--- src/rtl/arith_pkg.sv ---
// Shared definitions for the nibble-serial arithmetic blocks.
// Latency: n/a (types, constants and a helper function only).
// Backpressure: n/a.
//
// Contents:
//   state_t   - control FSM states of the serial subtractor
//   NIBBLE_W  - width of the lookahead slice reused every cycle
//   idx_width - width of a counter that indexes a given number of nibbles
package arith_pkg;

    localparam int NIBBLE_W = 4;

    typedef enum logic [1:0] {
        IDLE = 2'd0,
        CALC = 2'd1,
        DONE = 2'd2
    } state_t;

    // A single-nibble datapath still needs a 1-bit index so the counter
    // declaration never collapses to zero width.
    function automatic int idx_width(input int nibbles);
        if (nibbles <= 1) begin
            return 1;
        end
        return $clog2(nibbles);
    endfunction

endpackage

--- src/rtl/cla_slice_4bit.sv ---
// 4-bit carry-lookahead adder slice: s = x + y + cin.
// Latency: purely combinational.
// Backpressure: none (no state, no handshake).
//
// Ports:
//   x, y  - 4-bit addends
//   cin   - carry in
//   s     - 4-bit sum
//   cout  - carry out of bit 3
module cla_slice_4bit
    import arith_pkg::*;
(
    input  logic [NIBBLE_W-1:0] x,
    input  logic [NIBBLE_W-1:0] y,
    input  logic                cin,
    output logic [NIBBLE_W-1:0] s,
    output logic                cout
);

    logic [NIBBLE_W-1:0] g;
    logic [NIBBLE_W-1:0] p;
    logic                c1;
    logic                c2;
    logic                c3;
    logic                c4;

    assign g = x & y;
    assign p = x ^ y;

    // Every carry is a flat sum-of-products of g, p and cin so no carry
    // depends on the previous one.
    assign c1 = g[0]
              | (p[0] & cin);
    assign c2 = g[1]
              | (p[1] & g[0])
              | (p[1] & p[0] & cin);
    assign c3 = g[2]
              | (p[2] & g[1])
              | (p[2] & p[1] & g[0])
              | (p[2] & p[1] & p[0] & cin);
    assign c4 = g[3]
              | (p[3] & g[2])
              | (p[3] & p[2] & g[1])
              | (p[3] & p[2] & p[1] & g[0])
              | (p[3] & p[2] & p[1] & p[0] & cin);

    assign s    = p ^ {c3, c2, c1, cin};
    assign cout = c4;

endmodule

--- src/rtl/cla_subtractor_serial.sv ---
// Nibble-serial WIDTH-bit subtractor: diff = a - b - bin, one CLA nibble per clock, LSB first.
// Latency: out_valid rises NIBBLES edges after the accept edge; one op per NIBBLES+2 cycles.
// Backpressure: result held in DONE until out_ready; in_ready only in IDLE (low during reset).
//
// Ports:
//   clk, rst             - rising-edge clock, synchronous active-high reset
//   in_valid, in_ready   - operand handshake; a, b, bin sampled on the accept edge only
//   a, b, bin            - minuend, subtrahend, borrow in
//   out_valid, out_ready - result handshake
//   diff, bout, zero     - a - b - bin mod 2^WIDTH, unsigned borrow out, diff == 0
//
// WIDTH must be a multiple of 4 and at least 4.
module cla_subtractor_serial
    import arith_pkg::*;
#(
    parameter int WIDTH = 16
)
(
    input  logic             clk,
    input  logic             rst,
    input  logic             in_valid,
    output logic             in_ready,
    input  logic [WIDTH-1:0] a,
    input  logic [WIDTH-1:0] b,
    input  logic             bin,
    output logic             out_valid,
    input  logic             out_ready,
    output logic [WIDTH-1:0] diff,
    output logic             bout,
    output logic             zero
);

    localparam int                NIBBLES  = WIDTH / NIBBLE_W;
    localparam int                IDX_W    = idx_width(NIBBLES);
    localparam logic [IDX_W-1:0]  LAST_IDX = IDX_W'(NIBBLES - 1);

    state_t              state;
    state_t              state_nxt;

    logic [IDX_W-1:0]    idx;
    logic                carry;
    logic [WIDTH-1:0]    a_q;
    logic [WIDTH-1:0]    b_q;
    logic [WIDTH-1:0]    diff_q;
    logic                bout_q;
    logic                zero_q;

    logic [NIBBLE_W-1:0] a_nib;
    logic [NIBBLE_W-1:0] b_nib;
    logic [NIBBLE_W-1:0] sum_nib;
    logic                slice_cout;
    logic [WIDTH-1:0]    diff_upd;
    logic                last_nib;

    // ------------------------------------------------------------------
    // Operand mux into the shared slice, and the result word with the
    // current nibble merged in. The merged word lets the zero flag see
    // the final nibble on the same edge it is written.
    // ------------------------------------------------------------------
    always_comb begin
        a_nib    = '0;
        b_nib    = '0;
        diff_upd = diff_q;
        for (int i = 0; i < NIBBLES; i++) begin
            if (idx == IDX_W'(i)) begin
                a_nib = a_q[i*NIBBLE_W +: NIBBLE_W];
                b_nib = b_q[i*NIBBLE_W +: NIBBLE_W];
                diff_upd[i*NIBBLE_W +: NIBBLE_W] = sum_nib;
            end
        end
    end

    // Subtraction as a + ~b + ~bin: the inverted borrow rides in as the
    // initial carry, and each slice carry-out is the inverted borrow into
    // the next nibble.
    cla_slice_4bit u_slice (
        .x    (a_nib),
        .y    (~b_nib),
        .cin  (carry),
        .s    (sum_nib),
        .cout (slice_cout)
    );

    assign last_nib = (idx == LAST_IDX);

    // ------------------------------------------------------------------
    // Control FSM
    // ------------------------------------------------------------------
    always_ff @(posedge clk) begin
        if (rst) begin
            state <= IDLE;
        end else begin
            state <= state_nxt;
        end
    end

    always_comb begin
        state_nxt = state;
        in_ready  = 1'b0;
        out_valid = 1'b0;
        unique case (state)
            IDLE: begin
                // Held low during reset so nothing is accepted on a reset edge.
                in_ready = ~rst;
                if (in_valid) begin
                    state_nxt = CALC;
                end
            end
            CALC: begin
                if (last_nib) begin
                    state_nxt = DONE;
                end
            end
            DONE: begin
                out_valid = 1'b1;
                if (out_ready) begin
                    state_nxt = IDLE;
                end
            end
            default: begin
                state_nxt = IDLE;
            end
        endcase
    end

    // ------------------------------------------------------------------
    // Datapath registers
    // ------------------------------------------------------------------
    always_ff @(posedge clk) begin
        if (rst) begin
            idx    <= '0;
            carry  <= 1'b0;
            a_q    <= '0;
            b_q    <= '0;
            diff_q <= '0;
            bout_q <= 1'b0;
            zero_q <= 1'b0;
        end else begin
            unique case (state)
                IDLE: begin
                    if (in_valid) begin
                        a_q    <= a;
                        b_q    <= b;
                        carry  <= ~bin;
                        idx    <= '0;
                        diff_q <= '0;
                    end
                end
                CALC: begin
                    diff_q <= diff_upd;
                    carry  <= slice_cout;
                    if (last_nib) begin
                        idx    <= '0;
                        bout_q <= ~slice_cout;
                        zero_q <= (diff_upd == '0);
                    end else begin
                        idx <= idx + IDX_W'(1);
                    end
                end
                default: begin
                    // DONE: result registers hold until the consumer takes them.
                end
            endcase
        end
    end

    assign diff = diff_q;
    assign bout = bout_q;
    assign zero = zero_q;

endmodule
--- config.mk ---
export PLATFORM = sky130hd
export DESIGN_NAME = cla_subtractor_serial
export DESIGN_NICKNAME = d
export VERILOG_FILES = /design/src/rtl/arith_pkg.sv /design/src/rtl/cla_slice_4bit.sv /design/src/rtl/cla_subtractor_serial.sv
export SDC_FILE = /design/constraint.sdc
export NUM_CORES = 1
export LEC_CHECK = 0
export ABC_AREA = 0
export CAP_MARGIN = 20
export CORE_MARGIN = 2
export CORE_UTILIZATION = 37
export DETAILED_ROUTE_END_ITERATION = 6
export PLACE_DENSITY = 0.68
export SLEW_MARGIN = 30
export SYNTH_ARGS = -nofsm -noshare
export SYNTH_HDL_FRONTEND = slang
export SYNTH_HIERARCHICAL = 1
export SYNTH_SLANG_ARGS = --single-unit
--- constraint.sdc ---
create_clock -name clk -period 7.5 [get_ports clk]
set_clock_uncertainty 0.2 [all_clocks]
set_input_delay 1.5 -clock clk [delete_from_list [all_inputs] [get_ports clk]]
set_output_delay 1.5 -clock clk [all_outputs]
set_load 0.005 [all_outputs]
==> results_tabular.tex <==
\begin{tabular}{lr}
\hline
Metric & Value \\
\hline
\multicolumn{2}{l}{\textbf{Layout}} \\
Number of filler instances in the final layout & 695 \\
Area added between synthesis and finish & 25.5\% \\
Post-layout nets & 414 \\
Number of diodes & 0 \\
Final design instance area without fill & 3280 sq um \\
Share of final-layout standard cells stronger than drive strength 1 & 0.0408 \\
\multicolumn{2}{l}{\textbf{Global routing}} \\
Overall track demand over capacity in global routing & 0.160 \\
Global-route wire length before repair & 9840 um \\
Initial antenna violation count & 0 \\
Remaining Overflow, GRT & 0 \\
Vias in the first global route & 2213 \\
Largest net degree at the start of global routing & 58 \\
\multicolumn{2}{l}{\textbf{Floorplanning}} \\
Num ports & 57 \\
Vertical extent of the die & 88.0 um \\
Initial core utilization & 0.384 \\
Number of rows in the core area & 30 \\
Width of the chip & 88.0 um \\
Die footprint & 7740 sq um \\
Core area & 6790 sq um \\
\multicolumn{2}{l}{\textbf{Placement}} \\
Final weighted congestion of routability-driven global placement & 0.802 \\
Detail Placement HPWL & 4100 um \\
Count of buffers inserted at the top-level ports & 56 \\
Area of placed instances & 3190 sq um \\
\multicolumn{2}{l}{\textbf{Critical path}} \\
Number of cells on the worst reg-to-reg path & 12 \\
Data arrival time of the critical path & 2.51 ns \\
Internal reg-to-reg setup slack & 3.64 ns \\
Startpoint-to-endpoint class of the critical path & in -> out \\
Endpoint of the worst register-to-register path & zero \\
Crit path required time & 5.80 ns \\
Launch instance of the worst register-to-register path & idx[1] \\
Crit path capture type & output pin \\
Critical path fanouts, max & 57 \\
Setup crit start kind & primary input \\
\multicolumn{2}{l}{\textbf{Clock tree}} \\
Number of buffers inserted by hold repair at cts & 0 \\
Clock latency on the worst-skew pair & 0.31 ns \\
Number of buffers inserted during clock tree synthesis & 5 \\
CTS tree & done \\
CTS clk-pin slew, worst paths & 0.09 ns \\
Root Buffer & sky130\_fd\_sc\_hd\_\_clkbuf\_8 \\
Maximum number of buffers from clock root to sink & 2 \\
Quantity of gates resized following cts & 0 \\
Number of clock sinks seen by CTS & 55 \\
Number of H-tree branching levels & 2 \\
Post-CTS Setup Bufs & 0 \\
\multicolumn{2}{l}{\textbf{Yosys}} \\
Leading cell types by total area after synthesis & sky130\_fd\_sc\_hd\_\_dfxtp\_1 42\%, sky130\_fd\_sc\_hd\_\_nand2\_1 11\%, sky130\_fd\_sc\_hd\_\_a21oi\_1 10\% \\
Mapped Nets & 375 \\
Dominant synthesized flop cell & sky130\_fd\_sc\_hd\_\_dfxtp\_1 \\
Cell type with the highest aggregate area in the netlist & sky130\_fd\_sc\_hd\_\_dfxtp\_1 \\
Proportion of synthesized chip area in sequential cells & 0.422 \\
Cells after Synth & 328 \\
EDFF count, synth & 0 \\
Most instantiated cells after synthesis & 74 x sky130\_fd\_sc\_hd\_\_nand2\_1, 55 x sky130\_fd\_sc\_hd\_\_dfxtp\_1, 53 x sky130\_fd\_sc\_hd\_\_a21oi\_1 \\
Count of different cell masters after synthesis & 39 \\
Synthesized cell area & 2610 sq um \\
Syn. warnings & 6 \\
Most repeated cell in the gate-level netlist after synthesis & sky130\_fd\_sc\_hd\_\_nand2\_1 \\
Proportion of register bits with asynchronous set or reset after synthesis & 0 \\
Post-Syn Area per Cell & 7.96 sq um \\
Top cell type's share of synthesized area & 0.422 \\
Flip-flop and latch count after synthesis & 55 \\
\multicolumn{2}{l}{\textbf{Run}} \\
Max-cap viol count & 0 \\
\multicolumn{2}{l}{\textbf{Timing}} \\
Maximum clock frequency & 238 MHz \\
Share of the clock period used by the worst path after layout & 0.561 \\
Unrepaired setup endpoints after global routing & false \\
Count of final setup violators & 0 \\
Measured slew at the worst slew-check pin & 0.814 ns \\
Total negative slack & 0 ns \\
Post-layout min period & 4.21 ns \\
Final hold vios & 0 \\
Slew HR & 0.458 \\
Max-slew violation count & 0 \\
\multicolumn{2}{l}{\textbf{Detailed routing}} \\
Post-route ant nets & 0 \\
Vias after detailed routing & 2377 \\
Detailed Routing Iterations Pass 1 & 4 \\
Drt first-iter violations & 113 \\
DRC violation count after routing & 0 \\
Final wirelength & 6090 um \\
Number of vias per cell after detailed routing & 5.12 \\
Avg WL per Cell & 13.1 um \\
\multicolumn{2}{l}{\textbf{Pwr}} \\
Power density over the cells & 189 nW/um\^{}2 \\
Peak ir drop on the vdd network & 76.5 uV \\
Leak Pwr & 1.18 nW \\
\multicolumn{2}{l}{\textbf{Outcome}} \\
Status & complete, no violations \\
\multicolumn{2}{l}{\textbf{Hold path}} \\
Worst hold path depth & 2 \\
Endpoint with the worst hold slack & a\_q[15] \\
Worst min path class & reg -> reg \\
Launch point of the worst hold path & a\_q[15] \\
\hline
\end{tabular}
worst max-delay path, cell delays in order:
cell	delay, ns
sky130_fd_sc_hd__buf_4	0.45
sky130_fd_sc_hd__nor3_1	0.09
sky130_fd_sc_hd__clkdlybuf4s50_1	0.46
sequential cells by signal (all words and copies together), names as in the netlist:
signal / flops
state: 2
diff: 16
zero: 1
carry: 1
bout: 1
b_q: 16
a_q: 16
idx: 2
kinds of logic after synthesis:
kind of cell | Yosys count | share of synthesized area
compound gates | 97 | 0.225
simple gates | 130 | 0.234
fa+ha+maj | 10 | 0.0508
xor+xnor | 3 | 0.0101
buf+inv | 32 | 0.0547
mux | 1 | 0.00384
flops | 55 | 0.422
final cells by class:
cell class,count,area [sq um],area share
clock inverters,3,18.8,0.00573
repair buffers,57,566,0.173
clock buffers,5,68.8,0.0210
well taps,96,120,0.0367
multi-input cells,241,1380,0.420
inverters,7,26.3,0.00802
flip-flops and latches,55,1100,0.336
metal layers:
layer | wire, um | vias up | global-route usage
met5 | 0 | - | 0
met4 | 86 | 0 | 0.0531
met3 | 301 | 8 | 0.0405
met2 | 2890 | 72 | 0.275
met1 | 2810 | 1094 | 0.197
li1 | - | 1203 | -
power by group:
part	leakage [nW]	internal, mW	switching [mW]
clock network	0.0483	0.0660	0.0986
logic	0.687	0.0605	0.0772
registers	0.449	0.307	0.00971
total	1.18	0.434	0.186
metrics by stage:
step / setup WS (ns) / total power, mW / hold slack (ns) / util / std cells
after global placement: 2.97 / 0.457 / 0.244 / 0.469 / 456
final: 3.29 / 0.619 / 0.260 / 0.482 / 464
after CTS: 2.98 / 0.624 / 0.262 / 0.482 / 464
after detailed placement: 2.97 / 0.461 / 0.247 / 0.469 / 456
after floorplan: 3.96 / 0.412 / 0.232 / - / 328
after global routing: 3.22 / 0.650 / 0.277 / 0.482 / 464
placed cells by master, fill, tap and decap left out, types with 4 or more instances in the layout:
cell,netlist,final
sky130_fd_sc_hd__ha_1,9,9
sky130_fd_sc_hd__o31a_1,4,4
sky130_fd_sc_hd__dfxtp_1,55,55
sky130_fd_sc_hd__nand2_1,74,74
sky130_fd_sc_hd__a21oi_1,53,53
sky130_fd_sc_hd__a221oi_1,8,8
sky130_fd_sc_hd__nor2_1,6,6
sky130_fd_sc_hd__clkbuf_8,0,5
sky130_fd_sc_hd__o21ai_0,17,17
sky130_fd_sc_hd__nand3_1,16,16
sky130_fd_sc_hd__o31ai_1,4,4
sky130_fd_sc_hd__nor3b_1,5,5
sky130_fd_sc_hd__inv_1,7,7
sky130_fd_sc_hd__nor2b_1,15,14
sky130_fd_sc_hd__clkdlybuf4s50_1,0,55
worst max-delay path by stage:
stage	from	end	slack, ns	cells after the start
global placement	rst	in_ready	2.97	3
finish	rst	in_ready	3.29	3
global route	rst	in_ready	3.22	3
detailed placement	rst	in_ready	2.97	3
floorplan	rst	in_ready	3.96	2
CTS	rst	in_ready	2.98	3
Note: power is estimated with default switching activity, not from simulation.
